===== src/rtl/lcd_cmd_pkg.sv =====
// Shared types and constants for the PMOD CLS command sequencer.
// Covers FSM states, command codes, line text, escape bytes and sequence lengths.
package lcd_cmd_pkg;

   typedef enum logic [1:0] {
      ST_IDLE,
      ST_SEND,
      ST_GAP,
      ST_DONE
   } t_lcd_cmd_state;

   typedef enum logic [1:0] {
      CMD_CLEAR,
      CMD_LINE1,
      CMD_LINE2
   } t_lcd_cmd;

   typedef logic [127:0] t_lcd_line_text;

   localparam logic [7:0] c_esc       = 8'h1B;
   localparam logic [7:0] c_bracket   = 8'h5B;
   localparam logic [7:0] c_clear     = 8'h6A;
   localparam logic [7:0] c_semicolon = 8'h3B;
   localparam logic [7:0] c_home      = 8'h48;
   localparam logic [7:0] c_row1      = 8'h30;
   localparam logic [7:0] c_row2      = 8'h31;
   localparam logic [7:0] c_col0      = 8'h30;

   localparam logic [4:0] c_len_clear = 5'd3;
   localparam logic [4:0] c_len_line  = 5'd22;

   // Number of header bytes ahead of the text in a line command
   localparam logic [4:0] c_len_hdr   = 5'd6;

   function automatic logic [4:0] f_seq_len(input t_lcd_cmd cmd);
      return (cmd == CMD_CLEAR) ? c_len_clear : c_len_line;
   endfunction

   // Escape/position bytes; the third byte selects clear or the target row
   function automatic logic [7:0] f_header_byte(input t_lcd_cmd cmd, input logic [4:0] idx);
      logic [7:0] b;
      case (idx)
         5'd0:    b = c_esc;
         5'd1:    b = c_bracket;
         5'd2:    b = (cmd == CMD_CLEAR) ? c_clear : ((cmd == CMD_LINE2) ? c_row2 : c_row1);
         5'd3:    b = c_semicolon;
         5'd4:    b = c_col0;
         5'd5:    b = c_home;
         default: b = 8'h00;
      endcase
      return b;
   endfunction

endpackage


===== src/rtl/lcd_cmd_sequencer_char_filter.sv =====
// Printable-ASCII substitution for text bytes (module lcd_char_filter).
// Only built when LCD_CMD_SEQ_CHAR_FILTER_EN is defined, so the default
// build carries no unused module.
`ifdef LCD_CMD_SEQ_CHAR_FILTER_EN
module lcd_char_filter (
   input  logic [7:0] i_char,
   output logic [7:0] o_char
);

   // Non-printable characters are replaced by a space
   always_comb begin
      o_char = ((i_char < 8'h20) || (i_char > 8'h7E)) ? 8'h20 : i_char;
   end

endmodule
`endif


===== src/rtl/lcd_cmd_sequencer.sv =====
// Expands clear / line-write commands into PMOD CLS escape sequences and
// streams them over a valid/ready byte interface with a programmable gap.
// Optional feature: LCD_CMD_SEQ_CHAR_FILTER_EN replaces non-printable text
// bytes with 0x20; header bytes are never filtered.
module lcd_cmd_sequencer #(
   parameter int parm_gap_ce = 25
) (
   input  logic         i_clk_20mhz,
   input  logic         i_rst_20mhz,
   input  logic         i_ce_2_5mhz,
   input  logic         i_wr_clear_display,
   input  logic         i_wr_text_line1,
   input  logic         i_wr_text_line2,
   input  logic [127:0] i_dat_ascii_line1,
   input  logic [127:0] i_dat_ascii_line2,
   output logic         o_command_ready,
   output logic [7:0]   o_tx_byte,
   output logic         o_tx_valid,
   input  logic         i_tx_ready,
   output logic         o_tx_last
);
   import lcd_cmd_pkg::*;

   localparam int GAP_W = (parm_gap_ce > 1) ? $clog2(parm_gap_ce + 1) : 1;
   localparam logic [GAP_W-1:0] GAP_LOAD = GAP_W'(parm_gap_ce);

   t_lcd_cmd_state state_q, state_d;
   t_lcd_cmd       cmd_q, cmd_d;
   t_lcd_line_text text_q, text_d;
   logic [4:0]     idx_q, idx_d;
   logic [GAP_W-1:0] gap_q, gap_d;
   logic [7:0]     tx_byte_q, tx_byte_d;
   logic           tx_valid_q, tx_valid_d;
   logic           tx_last_q, tx_last_d;

   logic [3:0]     char_off;
   logic [6:0]     char_lsb;
   logic [7:0]     char_raw;
   logic [7:0]     char_tx;

   // Sequencer next-state: accept, per-byte advance, gap countdown, done
   always_comb begin
      state_d = state_q;
      cmd_d   = cmd_q;
      text_d  = text_q;
      idx_d   = idx_q;
      gap_d   = gap_q;
      if (i_ce_2_5mhz) begin
         case (state_q)
            ST_IDLE: begin
               if (i_wr_clear_display || i_wr_text_line1 || i_wr_text_line2) begin
                  if (i_wr_clear_display)   cmd_d = CMD_CLEAR;
                  else if (i_wr_text_line1) cmd_d = CMD_LINE1;
                  else                      cmd_d = CMD_LINE2;
                  text_d  = (cmd_d == CMD_LINE2) ? i_dat_ascii_line2 : i_dat_ascii_line1;
                  idx_d   = 5'd0;
                  state_d = ST_SEND;
               end
            end
            ST_SEND: begin
               if (tx_valid_q && i_tx_ready) begin
                  if (idx_q == (f_seq_len(cmd_q) - 5'd1)) begin
                     state_d = ST_DONE;
                  end else begin
                     idx_d = idx_q + 5'd1;
                     if (parm_gap_ce > 0) begin
                        gap_d   = GAP_LOAD;
                        state_d = ST_GAP;
                     end
                  end
               end
            end
            ST_GAP: begin
               gap_d = gap_q - GAP_W'(1);
               if (gap_q <= GAP_W'(1)) state_d = ST_SEND;
            end
            default: begin
               state_d = ST_IDLE;
            end
         endcase
      end
   end

   // Pick the text character addressed by the next index (idx 6..21 -> char 0..15)
   always_comb begin
      char_off = idx_d[3:0] - 4'd6;
      char_lsb = {4'd15 - char_off, 3'b000};
      char_raw = text_d[char_lsb +: 8];
   end

`ifdef LCD_CMD_SEQ_CHAR_FILTER_EN
   lcd_char_filter u_char_filter (
      .i_char (char_raw),
      .o_char (char_tx)
   );
`else
   assign char_tx = char_raw;
`endif

   // Registered byte-stream outputs derived from the next state and index
   always_comb begin
      tx_valid_d = (state_d == ST_SEND);
      tx_byte_d  = 8'h00;
      tx_last_d  = 1'b0;
      if (tx_valid_d) begin
         if ((cmd_d == CMD_CLEAR) || (idx_d < c_len_hdr)) tx_byte_d = f_header_byte(cmd_d, idx_d);
         else                                             tx_byte_d = char_tx;
         tx_last_d = (idx_d == (f_seq_len(cmd_d) - 5'd1));
      end
   end

   // Control and output registers; reset abandons any sequence in flight
   always_ff @(posedge i_clk_20mhz or posedge i_rst_20mhz) begin
      if (i_rst_20mhz) begin
         state_q    <= ST_IDLE;
         cmd_q      <= CMD_CLEAR;
         idx_q      <= 5'd0;
         gap_q      <= '0;
         tx_byte_q  <= 8'h00;
         tx_valid_q <= 1'b0;
         tx_last_q  <= 1'b0;
      end else begin
         state_q    <= state_d;
         cmd_q      <= cmd_d;
         idx_q      <= idx_d;
         gap_q      <= gap_d;
         tx_byte_q  <= tx_byte_d;
         tx_valid_q <= tx_valid_d;
         tx_last_q  <= tx_last_d;
      end
   end

   // Text snapshot is pure data and needs no reset
   always_ff @(posedge i_clk_20mhz) begin
      text_q <= text_d;
   end

   assign o_command_ready = (state_q == ST_IDLE);
   assign o_tx_byte       = tx_byte_q;
   assign o_tx_valid      = tx_valid_q;
   assign o_tx_last       = tx_last_q;

endmodule


===== config.mk =====
export PLATFORM = sky130hd
export DESIGN_NAME = lcd_cmd_sequencer
export DESIGN_NICKNAME = d
export VERILOG_FILES = /design/src/rtl/lcd_cmd_pkg.sv /design/src/rtl/lcd_cmd_sequencer_char_filter.sv /design/src/rtl/lcd_cmd_sequencer.sv
export SDC_FILE = /design/constraint.sdc
export NUM_CORES = 1
export LEC_CHECK = 0
export BUFFER_PORTS_ARGS = -buffer_cell sky130_fd_sc_hd__buf_2
export CORE_UTILIZATION = 45
export CTS_CLUSTER_DIAMETER = 120
export DETAILED_ROUTE_END_ITERATION = 10
export PLACE_DENSITY = 0.73
export SLEW_MARGIN = 15
export SYNTH_ARGS = -nofsm -noshare
export SYNTH_HDL_FRONTEND = slang
export SYNTH_SLANG_ARGS = --single-unit
export TNS_END_PERCENT = 1

===== constraint.sdc =====
create_clock -name i_clk_20mhz -period 7.25 [get_ports i_clk_20mhz]
set_input_delay 0.725 -clock i_clk_20mhz [delete_from_list [all_inputs] [get_ports i_clk_20mhz]]
set_output_delay 0.725 -clock i_clk_20mhz [all_outputs]
set_load 0.01 [all_outputs]

==> results of run 1 <==
==> critical path: stages (launching register included) <==
cell and delay (ns):
dfrtp_1 0.46, or4b_4 0.58, or4_4 0.47, and4_4 0.24, nor2_8 0.56, inv_2 0.07, ha_1 0.87, clkinv_1 0.76
and3_1 0.36, o41ai_1 0.33, and4_1 0.23, a311oi_1 0.05
==> report_power, final <==
| part | switching, mW | total, mW | internal, mW |
|---|---|---|---|
| logic | 0.924 | 1.56 | 0.635 |
| clock network | 0.343 | 0.940 | 0.596 |
| registers | 0.142 | 1.37 | 1.23 |
==> worst paths after layout <==
kind,from,end,slack (ns)
max,idx_q[2],o_tx_byte[4],2.10
min,text_q[68],text_q[68],0.46
max reg2reg,idx_q[2],o_tx_byte[4],2.10
min reg2reg,text_q[68],text_q[68],0.46
max in group asynchronous,i_rst_20mhz,idx_q[2],6.11
min in group asynchronous,i_rst_20mhz,o_tx_byte[5],0.53
==> layer usage <==
metal	vias to the layer above	wire length, µm	share of wire (%)	GRT usage (%)
li1	3585	-	-	-
met1	3168	8830	43	28.1
met2	196	10400	50	40.5
met3	35	852	4.2	4.95
met4	2	468	2.3	9.66
met5	-	9	0.044	0
==> logic make-up after synthesis <==
kind of cell / count (synthesis) / synth area share (%)
AO/OA/AOI/OAI: 199 / 14.8
AND/OR/NAND/NOR: 258 / 15.3
buffers and inverters: 70 / 3.73
flip-flops: 152 / 40.9
multiplexers: 172 / 24.1
adder cells (fa/ha/maj): 4 / 0.647
XOR/XNOR: 5 / 0.566
==> synth_stat cells, drive strengths merged, types with 3 or more instances <==
master	n	area share [%]
buf	20	1.3
inv	7	0.34
a21oi	15	0.97
and3	11	0.89
a41oi	4	0.45
dfrtp	24	7.8
nand2	168	8.1
xor2	3	0.34
o31ai	3	0.29
nor2	22	1.3
a22oi	3	0.29
nor3	5	0.32
o21ai	135	8.7
clkbuf	42	2.0
a31oi	8	0.65
a2111oi	3	0.34
nand3	17	1.1
a311oi	6	0.68
nor2b	3	0.24
mux4	11	3.2
mux2	4	0.58
dfxtp	128	33
nand4	5	0.40
a211oi	7	0.74
ha	4	0.65
nor3b	4	0.39
mux2i	157	20
==> final cells by class <==
cell class	count	area (µm²)
Tap cell	220	275
Clock buffer	24	546
Sequential cell	152	3160
Antenna cell	2	5.00
Inverter	8	30.0
Fill cell	1559	6850
Multi-Input combinational cell	638	4310
Clock inverter	8	103
Timing Repair Buffer	280	1420
==> through the flow <==
step | hold slack, ns | instances
2_1_floorplan | 0.420 | 860
3_3_place_gp | 0.436 | 1298
3_5_place_dp | 0.441 | 1298
4_1_cts | 0.456 | 1330
5_1_grt | 0.480 | 1331
6_report | 0.458 | 1332
==> registers in the layout, indices dropped and copies added (netlist names) <==
name and cells:
text_q 128, o_tx_byte 8, gap_q 5, idx_q 5, cmd_q 2, state_q 2, o_tx_last 1, o_tx_valid 1
==> run summary, run 1 <==
Outcome = finished clean
Initial antenna violation count = 3
Reg2reg path depth = 11
Max_slew headroom = 27.7%
Crit path DAT = 5.41 ns
Yosys warns = 0
Worst Hold Class = reg2reg
First-pass GRT wire length = 32100 µm
CTS sink count = 152
Slew @ Worst Pin = 1.08 ns
Unrepaired setup endpoints after global routing = false
Seq/Total Area, Yosys = 40.9%
Hold Path Cell Cnt = 2
Maximum VDD drop = 191 µV
Worst setup margin = 2.10 ns
CTS tree = yes
Leakage Power = 4.57 nW
Pre-antenna DRT Iters = 4
Most frequent cells in the layout = 273 x buf_2, 167 x nand2_1, 157 x mux2i_1, 135 x o21ai_0, 128 x dfxtp_1
MaxCap Viol Count = 0
Mapped cell area = 7740 µm²
Fmax = 194 MHz
Setup Viol. Count Final = 0
Drt wl/cell = 15.4 µm
CP required = 7.51 ns
Crit-path max FO = 40
Final Hold Fails = 0
Post-CTS setup buffer count = 0
Nets = 1364
DRT antenna net count = 0
Worst Setup Start Kind = flip-flop
Setup_tns = 0 ns
RD Place Congestion = 0.905
Die width = 133 µm
Post-synth cell types = 65
Max-slew violation count = 0
Reg clk slew, reported paths = 0.06 ns
I/O Buffers = 273
Row cnt = 47
Tcrit/Tclk final = 71.1%
DR DRC count = 0
Syn Inst Count = 860
Post-CTS Resized = 0
Full die area = 17700 µm²
Largest net degree at the start of global routing = 131
I/O pin total = 274
Post-Route WL = 20500 µm
Synth Area per Inst = 9.00 µm²
Post-CTS Hold Buffers = 0
Pre-CTS setup slack = 1.92 ns
Final HPWL from detailed placement = 15200 µm
Tmin final = 5.15 ns
Crit path kind = reg2reg
Via density = 5.24
Post-synth EDFFs = 0
Drt initial violations = 408
Placement Cell Area = 9200 µm²
Synth Flop Type = dfxtp_1
CP Capture Type = flip-flop
Starting Density = 46.3%
#FFs+latches synth = 152
CTS Buf Count = 17
Die Ht = 133 µm
Ys async rst share = 15.8%
Post-Syn Nets = 1127
GR Overflow Total = 0
Pwr Total = 3.87 mW
Layout cells sized above 1 = 30.5%
Finished layout cell area = 9850 µm²
Worst skew pair latency = 0.43 ns
GRT Total Usage = 23.4%
Root Driver = clkbuf_16
Leading cell type in the layout, fill and taps excluded = buf_2
CORE AREA = 16700 µm²
Power Density = 393 nW/µm²
H-Tree Depth = 4
Layout Utilization = 59.0%
Routed vias = 6986
Vias in the first global route = 6568
Synth-to-layout area growth = 27.2%
CTS Buffer Depth = 2
Worst Skew = 0.0140 ns
(Power assumes the default switching activity.)
==> run 2, diff against run 1 <==
--- a/config.mk
+++ b/config.mk
@@ -9,7 +9,7 @@
 export CORE_UTILIZATION = 45
 export CTS_CLUSTER_DIAMETER = 120
 export DETAILED_ROUTE_END_ITERATION = 10
-export PLACE_DENSITY = 0.73
+export PLACE_DENSITY = 0.76
 export SLEW_MARGIN = 15
 export SYNTH_ARGS = -nofsm -noshare
 export SYNTH_HDL_FRONTEND = slang
==> constraint.sdc (replaced) <==
create_clock -name i_clk_20mhz -period 4.4 [get_ports i_clk_20mhz]
set_input_delay 0.44 -clock i_clk_20mhz [delete_from_list [all_inputs] [get_ports i_clk_20mhz]]
set_output_delay 0.44 -clock i_clk_20mhz [all_outputs]
set_load 0.01 [all_outputs]
==> run 2 against run 1 <==
Effect of this change: combinational power increased by 67%; register-to-register slack got worse by 1.7 ns; global-route usage increased by 0.38 points; hold slack got worse by 0.22 ns; routed wire length increased by 1.4%; clock power increased by 55%; utilization increased by 0.16 points; first-iteration DRC count decreased by 8.3%; sequential power increased by 66%; critical path depth decreased by 3; largest cell class unchanged; largest power group unchanged.
==> run summary, run 2 (synthesis results as in run 1) <==
Outcome = finished clean
Worst R2R Setup Slack = 0.40 ns (-1.70 ns)
Max incr delay on CP = 0.88 ns (about the same)
N_diodes = 0 (-2)
Sequential power share = 35.8% (+0.3 points)
CORE AREA = 16700 µm² (unchanged)
Nets = 1372 (+0.59%)
Max_slew headroom = 34.1% (+6.4 points)
Die width = 133 µm (unchanged)
Crit path kind = reg2reg
CTS tree = yes
Layout cells sized above 1 = 31.0% (+0.53 points)
Power Density = 642 nW/µm² (+63%)
Finished layout cell area = 9880 µm² (+0.28%)
Cells after DPL = 1306 (+0.62%)
Most flops, register = text_q
Worst skew pair latency = 0.43 ns (about the same)
CTS Buffer Depth = 2 (unchanged)
DR WL met2 = 10800 µm (+4.0%)
Net Sw Frac = 37.3% (+0.88 points)
Root Driver = clkbuf_16
Worst Skew = 0.00900 ns (-0.00503 ns)
Final HPWL from detailed placement = 15700 µm (+3.0%)
Drt wl/cell = 15.6 µm (+1.0%)
Starting Density = 46.3% (unchanged)
CP max stage cell = a2111oi_0
MaxCap Viol Count = 0 (unchanged)
Final Hold Fails = 0 (unchanged)
Routed vias = 7045 (+0.84%)
Largest net degree at the start of global routing = 109 (-17%)
Final cell count without fillers = 1337 (+0.38%)
Placement Cell Area = 9280 µm² (+0.93%)
CTS Buf Count = 17 (unchanged)
Top delay family on crit path = simple AND/OR/NAND/NOR gates
Tmin final = 4.00 ns (-1.15 ns)
Most frequent cells in the layout = 273 x buf_2, 167 x nand2_1, 157 x mux2i_1, 135 x o21ai_0, 128 x dfxtp_1
RD Place Congestion = 0.892 (-1.4%)
Row cnt = 47 (unchanged)
R2R Path End = o_tx_byte[5]
Power Internal = 3.97 mW (+61%)
H-Tree Depth = 4 (unchanged)
Reg-to-reg startpoint = state_q[0]
WL met3 = 912 µm (+7.0%)
GRT Total Usage = 23.7% (+0.38 points)
First-pass GRT wire length = 32500 µm (+1.1%)
Pre-antenna DRT Iters = 5 (+1)
Maximum VDD drop = 352 µV (+85%)
Worst Setup Start Kind = flip-flop
Post-Route WL = 20800 µm (+1.4%)
Leading cell type in the layout, fill and taps excluded = buf_2
Max-slew violation count = 0 (unchanged)
Sequential Area = 3160 µm² (unchanged)
I/O Buffers = 273 (unchanged)
Synth-to-layout area growth = 27.6%
Slew @ Worst Pin = 0.987 ns (-0.0891 ns)
Post-CTS Hold Buffers = 0 (unchanged)
Comb power frac = 41.2% (+0.9 points)
CP required = 4.74 ns (-2.77 ns)
Reg clk slew, reported paths = 0.06 ns (about the same)
Post-CTS Resized = 0 (unchanged)
Post-CTS setup buffer count = 0 (unchanged)
Met1 WL = 8720 µm (-1.2%)
CTS sink count = 152 (unchanged)
Max reg flops = 128 (unchanged)
Worst setup startpoint = state_q[0]
Leakage Power = 4.59 nW (+0.40%)
Vias in the first global route = 6629 (+0.93%)
Setup Viol. Count Final = 0 (unchanged)
Worst Hold Class = in2async
Crit-path max FO = 28 (-30%)
I/O pin total = 274 (unchanged)
Psw = 2.36 mW (+68%)
CP Buf/Inv Count = 1 (-1)
Setup_tns = 0 ns (unchanged)
CP Capture Type = flip-flop
DRT antenna net count = 0 (unchanged)
Crit path DAT = 4.35 ns (-1.06 ns)
Area of the multi-input gates = 4310 µm² (unchanged)
Critical path depth = 8 (-3)
Tcrit/Tclk final = 91.0% (+20 points)
Layout fillers = 1521 (-2.4%)
GR Overflow Total = 0 (unchanged)
Via density = 5.27 (+0.47%)
Initial antenna violation count = 0 (-3)
Crit-path cells = nor3b_1 > nand2_4 > o211a_1 > nor2_4 > inv_2 > a2111oi_0 > a211oi_2 > o22ai_1
Full die area = 17700 µm² (unchanged)
Die Ht = 133 µm (unchanged)
Unrepaired setup endpoints after global routing = false
Drt initial violations = 374 (-8.3%)
Clk pwr share = 23.0% (-1.3 points)
DR DRC count = 0 (unchanged)
Top routing layer used = met4
Reg2reg path depth = 8 (-3)
Fmax = 250 MHz (+29%)
run 2: cell count changes in the layout (fill, tap and decap cells not counted), sizes merged:
| cell | before | now |
|---|---|---|
| buf | 280 | 288 |
| clkinv | 3 | 5 |
| diode | 2 | 0 |
| inv | 8 | 10 |
| clkbuf | 24 | 19 |
run 2: power groups by stage:
stage               combinational, mW  clock [mW]  sequential [mW]
floorplan                        1.92           0             2.22
global placement                 2.57           0             2.27
detailed placement               2.61           0             2.29
CTS                              2.63        1.47             2.27
global route                     2.93        1.53             2.33
finish                           2.61        1.46             2.27
run 2: per-layer routing:
| layer | vias to the layer above | track usage [%] |
|---|---|---|
| met1 | 3214 | 27.9 |
| met4 | 0 | 8.52 |
| li1 | 3591 | - |
| met2 | 217 | 42.8 |
| met5 | - | 0 |
| met3 | 23 | 4.64 |
run 2: worst max-delay path by stage:
stage / endpoint / slack (ns)
floorplan: o_tx_byte[3] / 0.65
global placement: o_tx_byte[5] / 0.55
detailed placement: o_tx_byte[5] / 0.37
CTS: o_tx_byte[5] / 0.36
global route: o_tx_byte[5] / 0.11
finish: o_tx_byte[5] / 0.40
run 2: cell type report:
cell class | instances | share of cell area, %
multi-input combinational | 638 | 43.6
tap | 220 | 2.79
timing repair buffer | 288 | 15.2
sequential | 152 | 32.0
clock buffer | 19 | 4.59
inverter | 8 | 0.304
clock inverter | 12 | 1.44
run 2: per-stage QoR:
step / hold slack, ns / util, % / power (mW) / worst slack (ns)
5_1_grt: 0.321 / 59.1 / 6.79 / 0.107
2_1_floorplan: 0.420 / - / 4.14 / 0.649
3_5_place_dp: 0.443 / 55.6 / 4.89 / 0.374
3_3_place_gp: 0.439 / 55.6 / 4.83 / 0.547
6_report: 0.238 / 59.1 / 6.34 / 0.396
4_1_cts: 0.267 / 59.1 / 6.37 / 0.358
==> run 3, diff against run 2 <==
==> constraint.sdc (replaced) <==
create_clock -name i_clk_20mhz -period 4.4 [get_ports i_clk_20mhz]
set_input_delay 0.88 -clock i_clk_20mhz [delete_from_list [all_inputs] [get_ports i_clk_20mhz]]
set_output_delay 0.88 -clock i_clk_20mhz [all_outputs]
set_load 0.01 [all_outputs]
==> run 3 against run 2 <==
Effect of this change: sequential share of layout area is essentially flat; utilization is essentially flat; setup slack gained 0.29 ns; clock power shrank 5%; sequential power is essentially flat; cell area is essentially flat; cell count grew 0.22%; clock skew shrank 0.0025 ns; first-iteration DRC count shrank 17%; flip-flop and latch count is the same.
==> run summary, run 3 (synthesis results as in run 1) <==
Worst setup margin = 0.683 ns (+0.287 ns)
DRT antenna net count = 0 (unchanged)
Layout cells sized above 1 = 31.2% (+0.18 points)
Cells after DPL = 1308 (+0.15%)
CTS Buffer Depth = 2 (unchanged)
Tcrit/Tclk final = 84.5% (-6.5 points)
Most frequent cells in the layout = 273 x buf_2, 167 x nand2_1, 157 x mux2i_1, 135 x o21ai_0, 128 x dfxtp_1
I/O Buffers = 273 (unchanged)
Max-slew violation count = 0 (unchanged)
Drt wl/cell = 15.4 µm (-1.3%)
CTS tree = yes
Final cell count without fillers = 1340 (+0.22%)
CP Buf/Inv Count = 2 (+1)
MaxCap Viol Count = 0 (unchanged)
Setup_tns = 0 ns (unchanged)
Top delay family on crit path = simple AND/OR/NAND/NOR gates
Setup Viol. Count Final = 0 (unchanged)
CTS sink count = 152 (unchanged)
Largest net degree at the start of global routing = 253 (+130%)
Unrepaired setup endpoints after global routing = false
Crit-path max FO = 38 (+36%)
Worst Skew = 0.00654 ns (-0.00246 ns)
Worst Hold Class = reg2reg
Vias in the first global route = 6647 (+0.27%)
Layout Utilization = 59.1% (about the same)
Leading cell type in the layout, fill and taps excluded = buf_2
Max reg flops = 128 (unchanged)
Row cnt = 47 (unchanged)
Tmin final = 3.72 ns (-0.287 ns)
Pre-CTS setup slack = 0.508 ns (+0.133 ns)
Full die area = 17700 µm² (unchanged)
Synth-to-layout area growth = 27.6% (about the same)
Layout fillers = 1557 (+2.4%)
Final Hold Fails = 0 (unchanged)
Max incr delay on CP = 0.58 ns (-0.30 ns)
RD Place Congestion = 0.848 (-5.0%)
Leakage Power = 4.60 nW (+0.32%)
Maximum VDD drop = 331 µV (-6.2%)
Die Ht = 133 µm (unchanged)
Crit path kind = reg2reg
CTS Buf Count = 17 (unchanged)
Drt initial violations = 309 (-17%)
Post-CTS Resized = 0 (unchanged)
Reg clk slew, reported paths = 0.06 ns (about the same)
CORE AREA = 16700 µm² (unchanged)
Root Driver = clkbuf_16
Crit path DAT = 4.01 ns (-0.34 ns)
Crit-path cells = or4b_4 > nor4_2 > o311a_1 > nor2_8 > inv_2 > buf_4 > mux2_1 > mux4_2 > a211oi_2 > o22ai_1
GR Overflow Total = 0 (unchanged)
N_diodes = 0 (unchanged)
Post-CTS Hold Buffers = 0 (unchanged)
CP required = 4.69 ns (-0.05 ns)
Post-CTS setup buffer count = 0 (unchanged)
I/O pin total = 274 (unchanged)
Post-Route WL = 20600 µm (-1.1%)
Power Density = 640 nW/µm² (-0.25%)
Via density = 5.17 (-1.9%)
Routed vias = 6928 (-1.7%)
Max_slew headroom = 32.1% (-2.0 points)
Starting Density = 46.3% (unchanged)
Die width = 133 µm (unchanged)
Sequential Area = 3160 µm² (unchanged)
Most flops, register = text_q
H-Tree Depth = 4 (unchanged)
Slew @ Worst Pin = 1.02 ns (+0.0300 ns)
Nets = 1374 (+0.15%)
Initial antenna violation count = 0 (unchanged)
Min Hold Slack = 0.458 ns (+0.220 ns)
DR DRC count = 0 (unchanged)
CP max stage cell = or4b_4
Pre-antenna DRT Iters = 5 (unchanged)
Worst skew pair latency = 0.42 ns (about the same)
Outcome = finished clean
Area of the multi-input gates = 4310 µm² (unchanged)
Fmax = 269 MHz (+7.7%)
First-pass GRT wire length = 32400 µm (-0.19%)
Final HPWL from detailed placement = 15300 µm (-2.1%)
Worst Setup Start Kind = flip-flop
CP Capture Type = flip-flop
GRT Total Usage = 23.7% (about the same)
## run 3: cell types whose count changed in the layout (fill, tap and decap cells not counted)
cell / delta
clkinv_2: +4
clkinv_4: -3
buf_4: +2
bufinv_16: -2
clkbuf_16: +2
clkbuf_8: +1
inv_4: +1
inv_6: -1
inv_8: -1
## run 3: power by group
part / total, mW / leakage [nW] / switching [mW] / internal, mW
Sequential: 2.25 / 1.37 / 0.225 / 2.03
Combinational: 2.68 / 2.94 / 1.57 / 1.11
Clock: 1.39 / 0.285 / 0.562 / 0.830
## run 3: per-layer routing
layer	vias to the layer above	share of wire (%)	global-route usage [%]
met3	32	3.6	4.15
met5	-	0	0
met1	3111	43	28.3
met4	0	2.5	10.2
li1	3581	-	-
met2	204	51	41.9
## run 3: worst min-delay path, cell delays in order (launching register included)
cell and delay (ns):
dfxtp_1 0.30, nand2_1 0.04, o21ai_0 0.08
## run 3: stage by stage
stage / cell area, µm² / total power [mW]
after floorplan: 7740 / 4.14
after global routing: 9870 / 6.79
after detailed placement: 9300 / 4.96
final: 9870 / 6.32
after CTS: 9870 / 6.37
after global placement: 9300 / 4.88
## run 3: worst paths after layout
path,slack (ns),startpoint,cells after the start,endpoint
min in group asynchronous,0.70,i_rst_20mhz,2,gap_q[1]
worst min-delay path,0.46,text_q[78],2,text_q[78]
worst max-delay path,0.68,idx_q[2],10,o_tx_byte[5]
worst max register to register,0.68,idx_q[2],10,o_tx_byte[5]
worst min register to register,0.46,text_q[78],2,text_q[78]
max in group asynchronous,3.08,i_rst_20mhz,2,o_tx_byte[2]
## run 3: layout make-up
cell class | instances | area share (%)
Inverter | 8 | 0.304
Clock buffer | 22 | 5.23
Clock inverter | 10 | 0.634
Sequential cell | 152 | 32.0
Tap cell | 220 | 2.79
Multi-Input combinational cell | 638 | 43.6
Timing Repair Buffer | 290 | 15.4
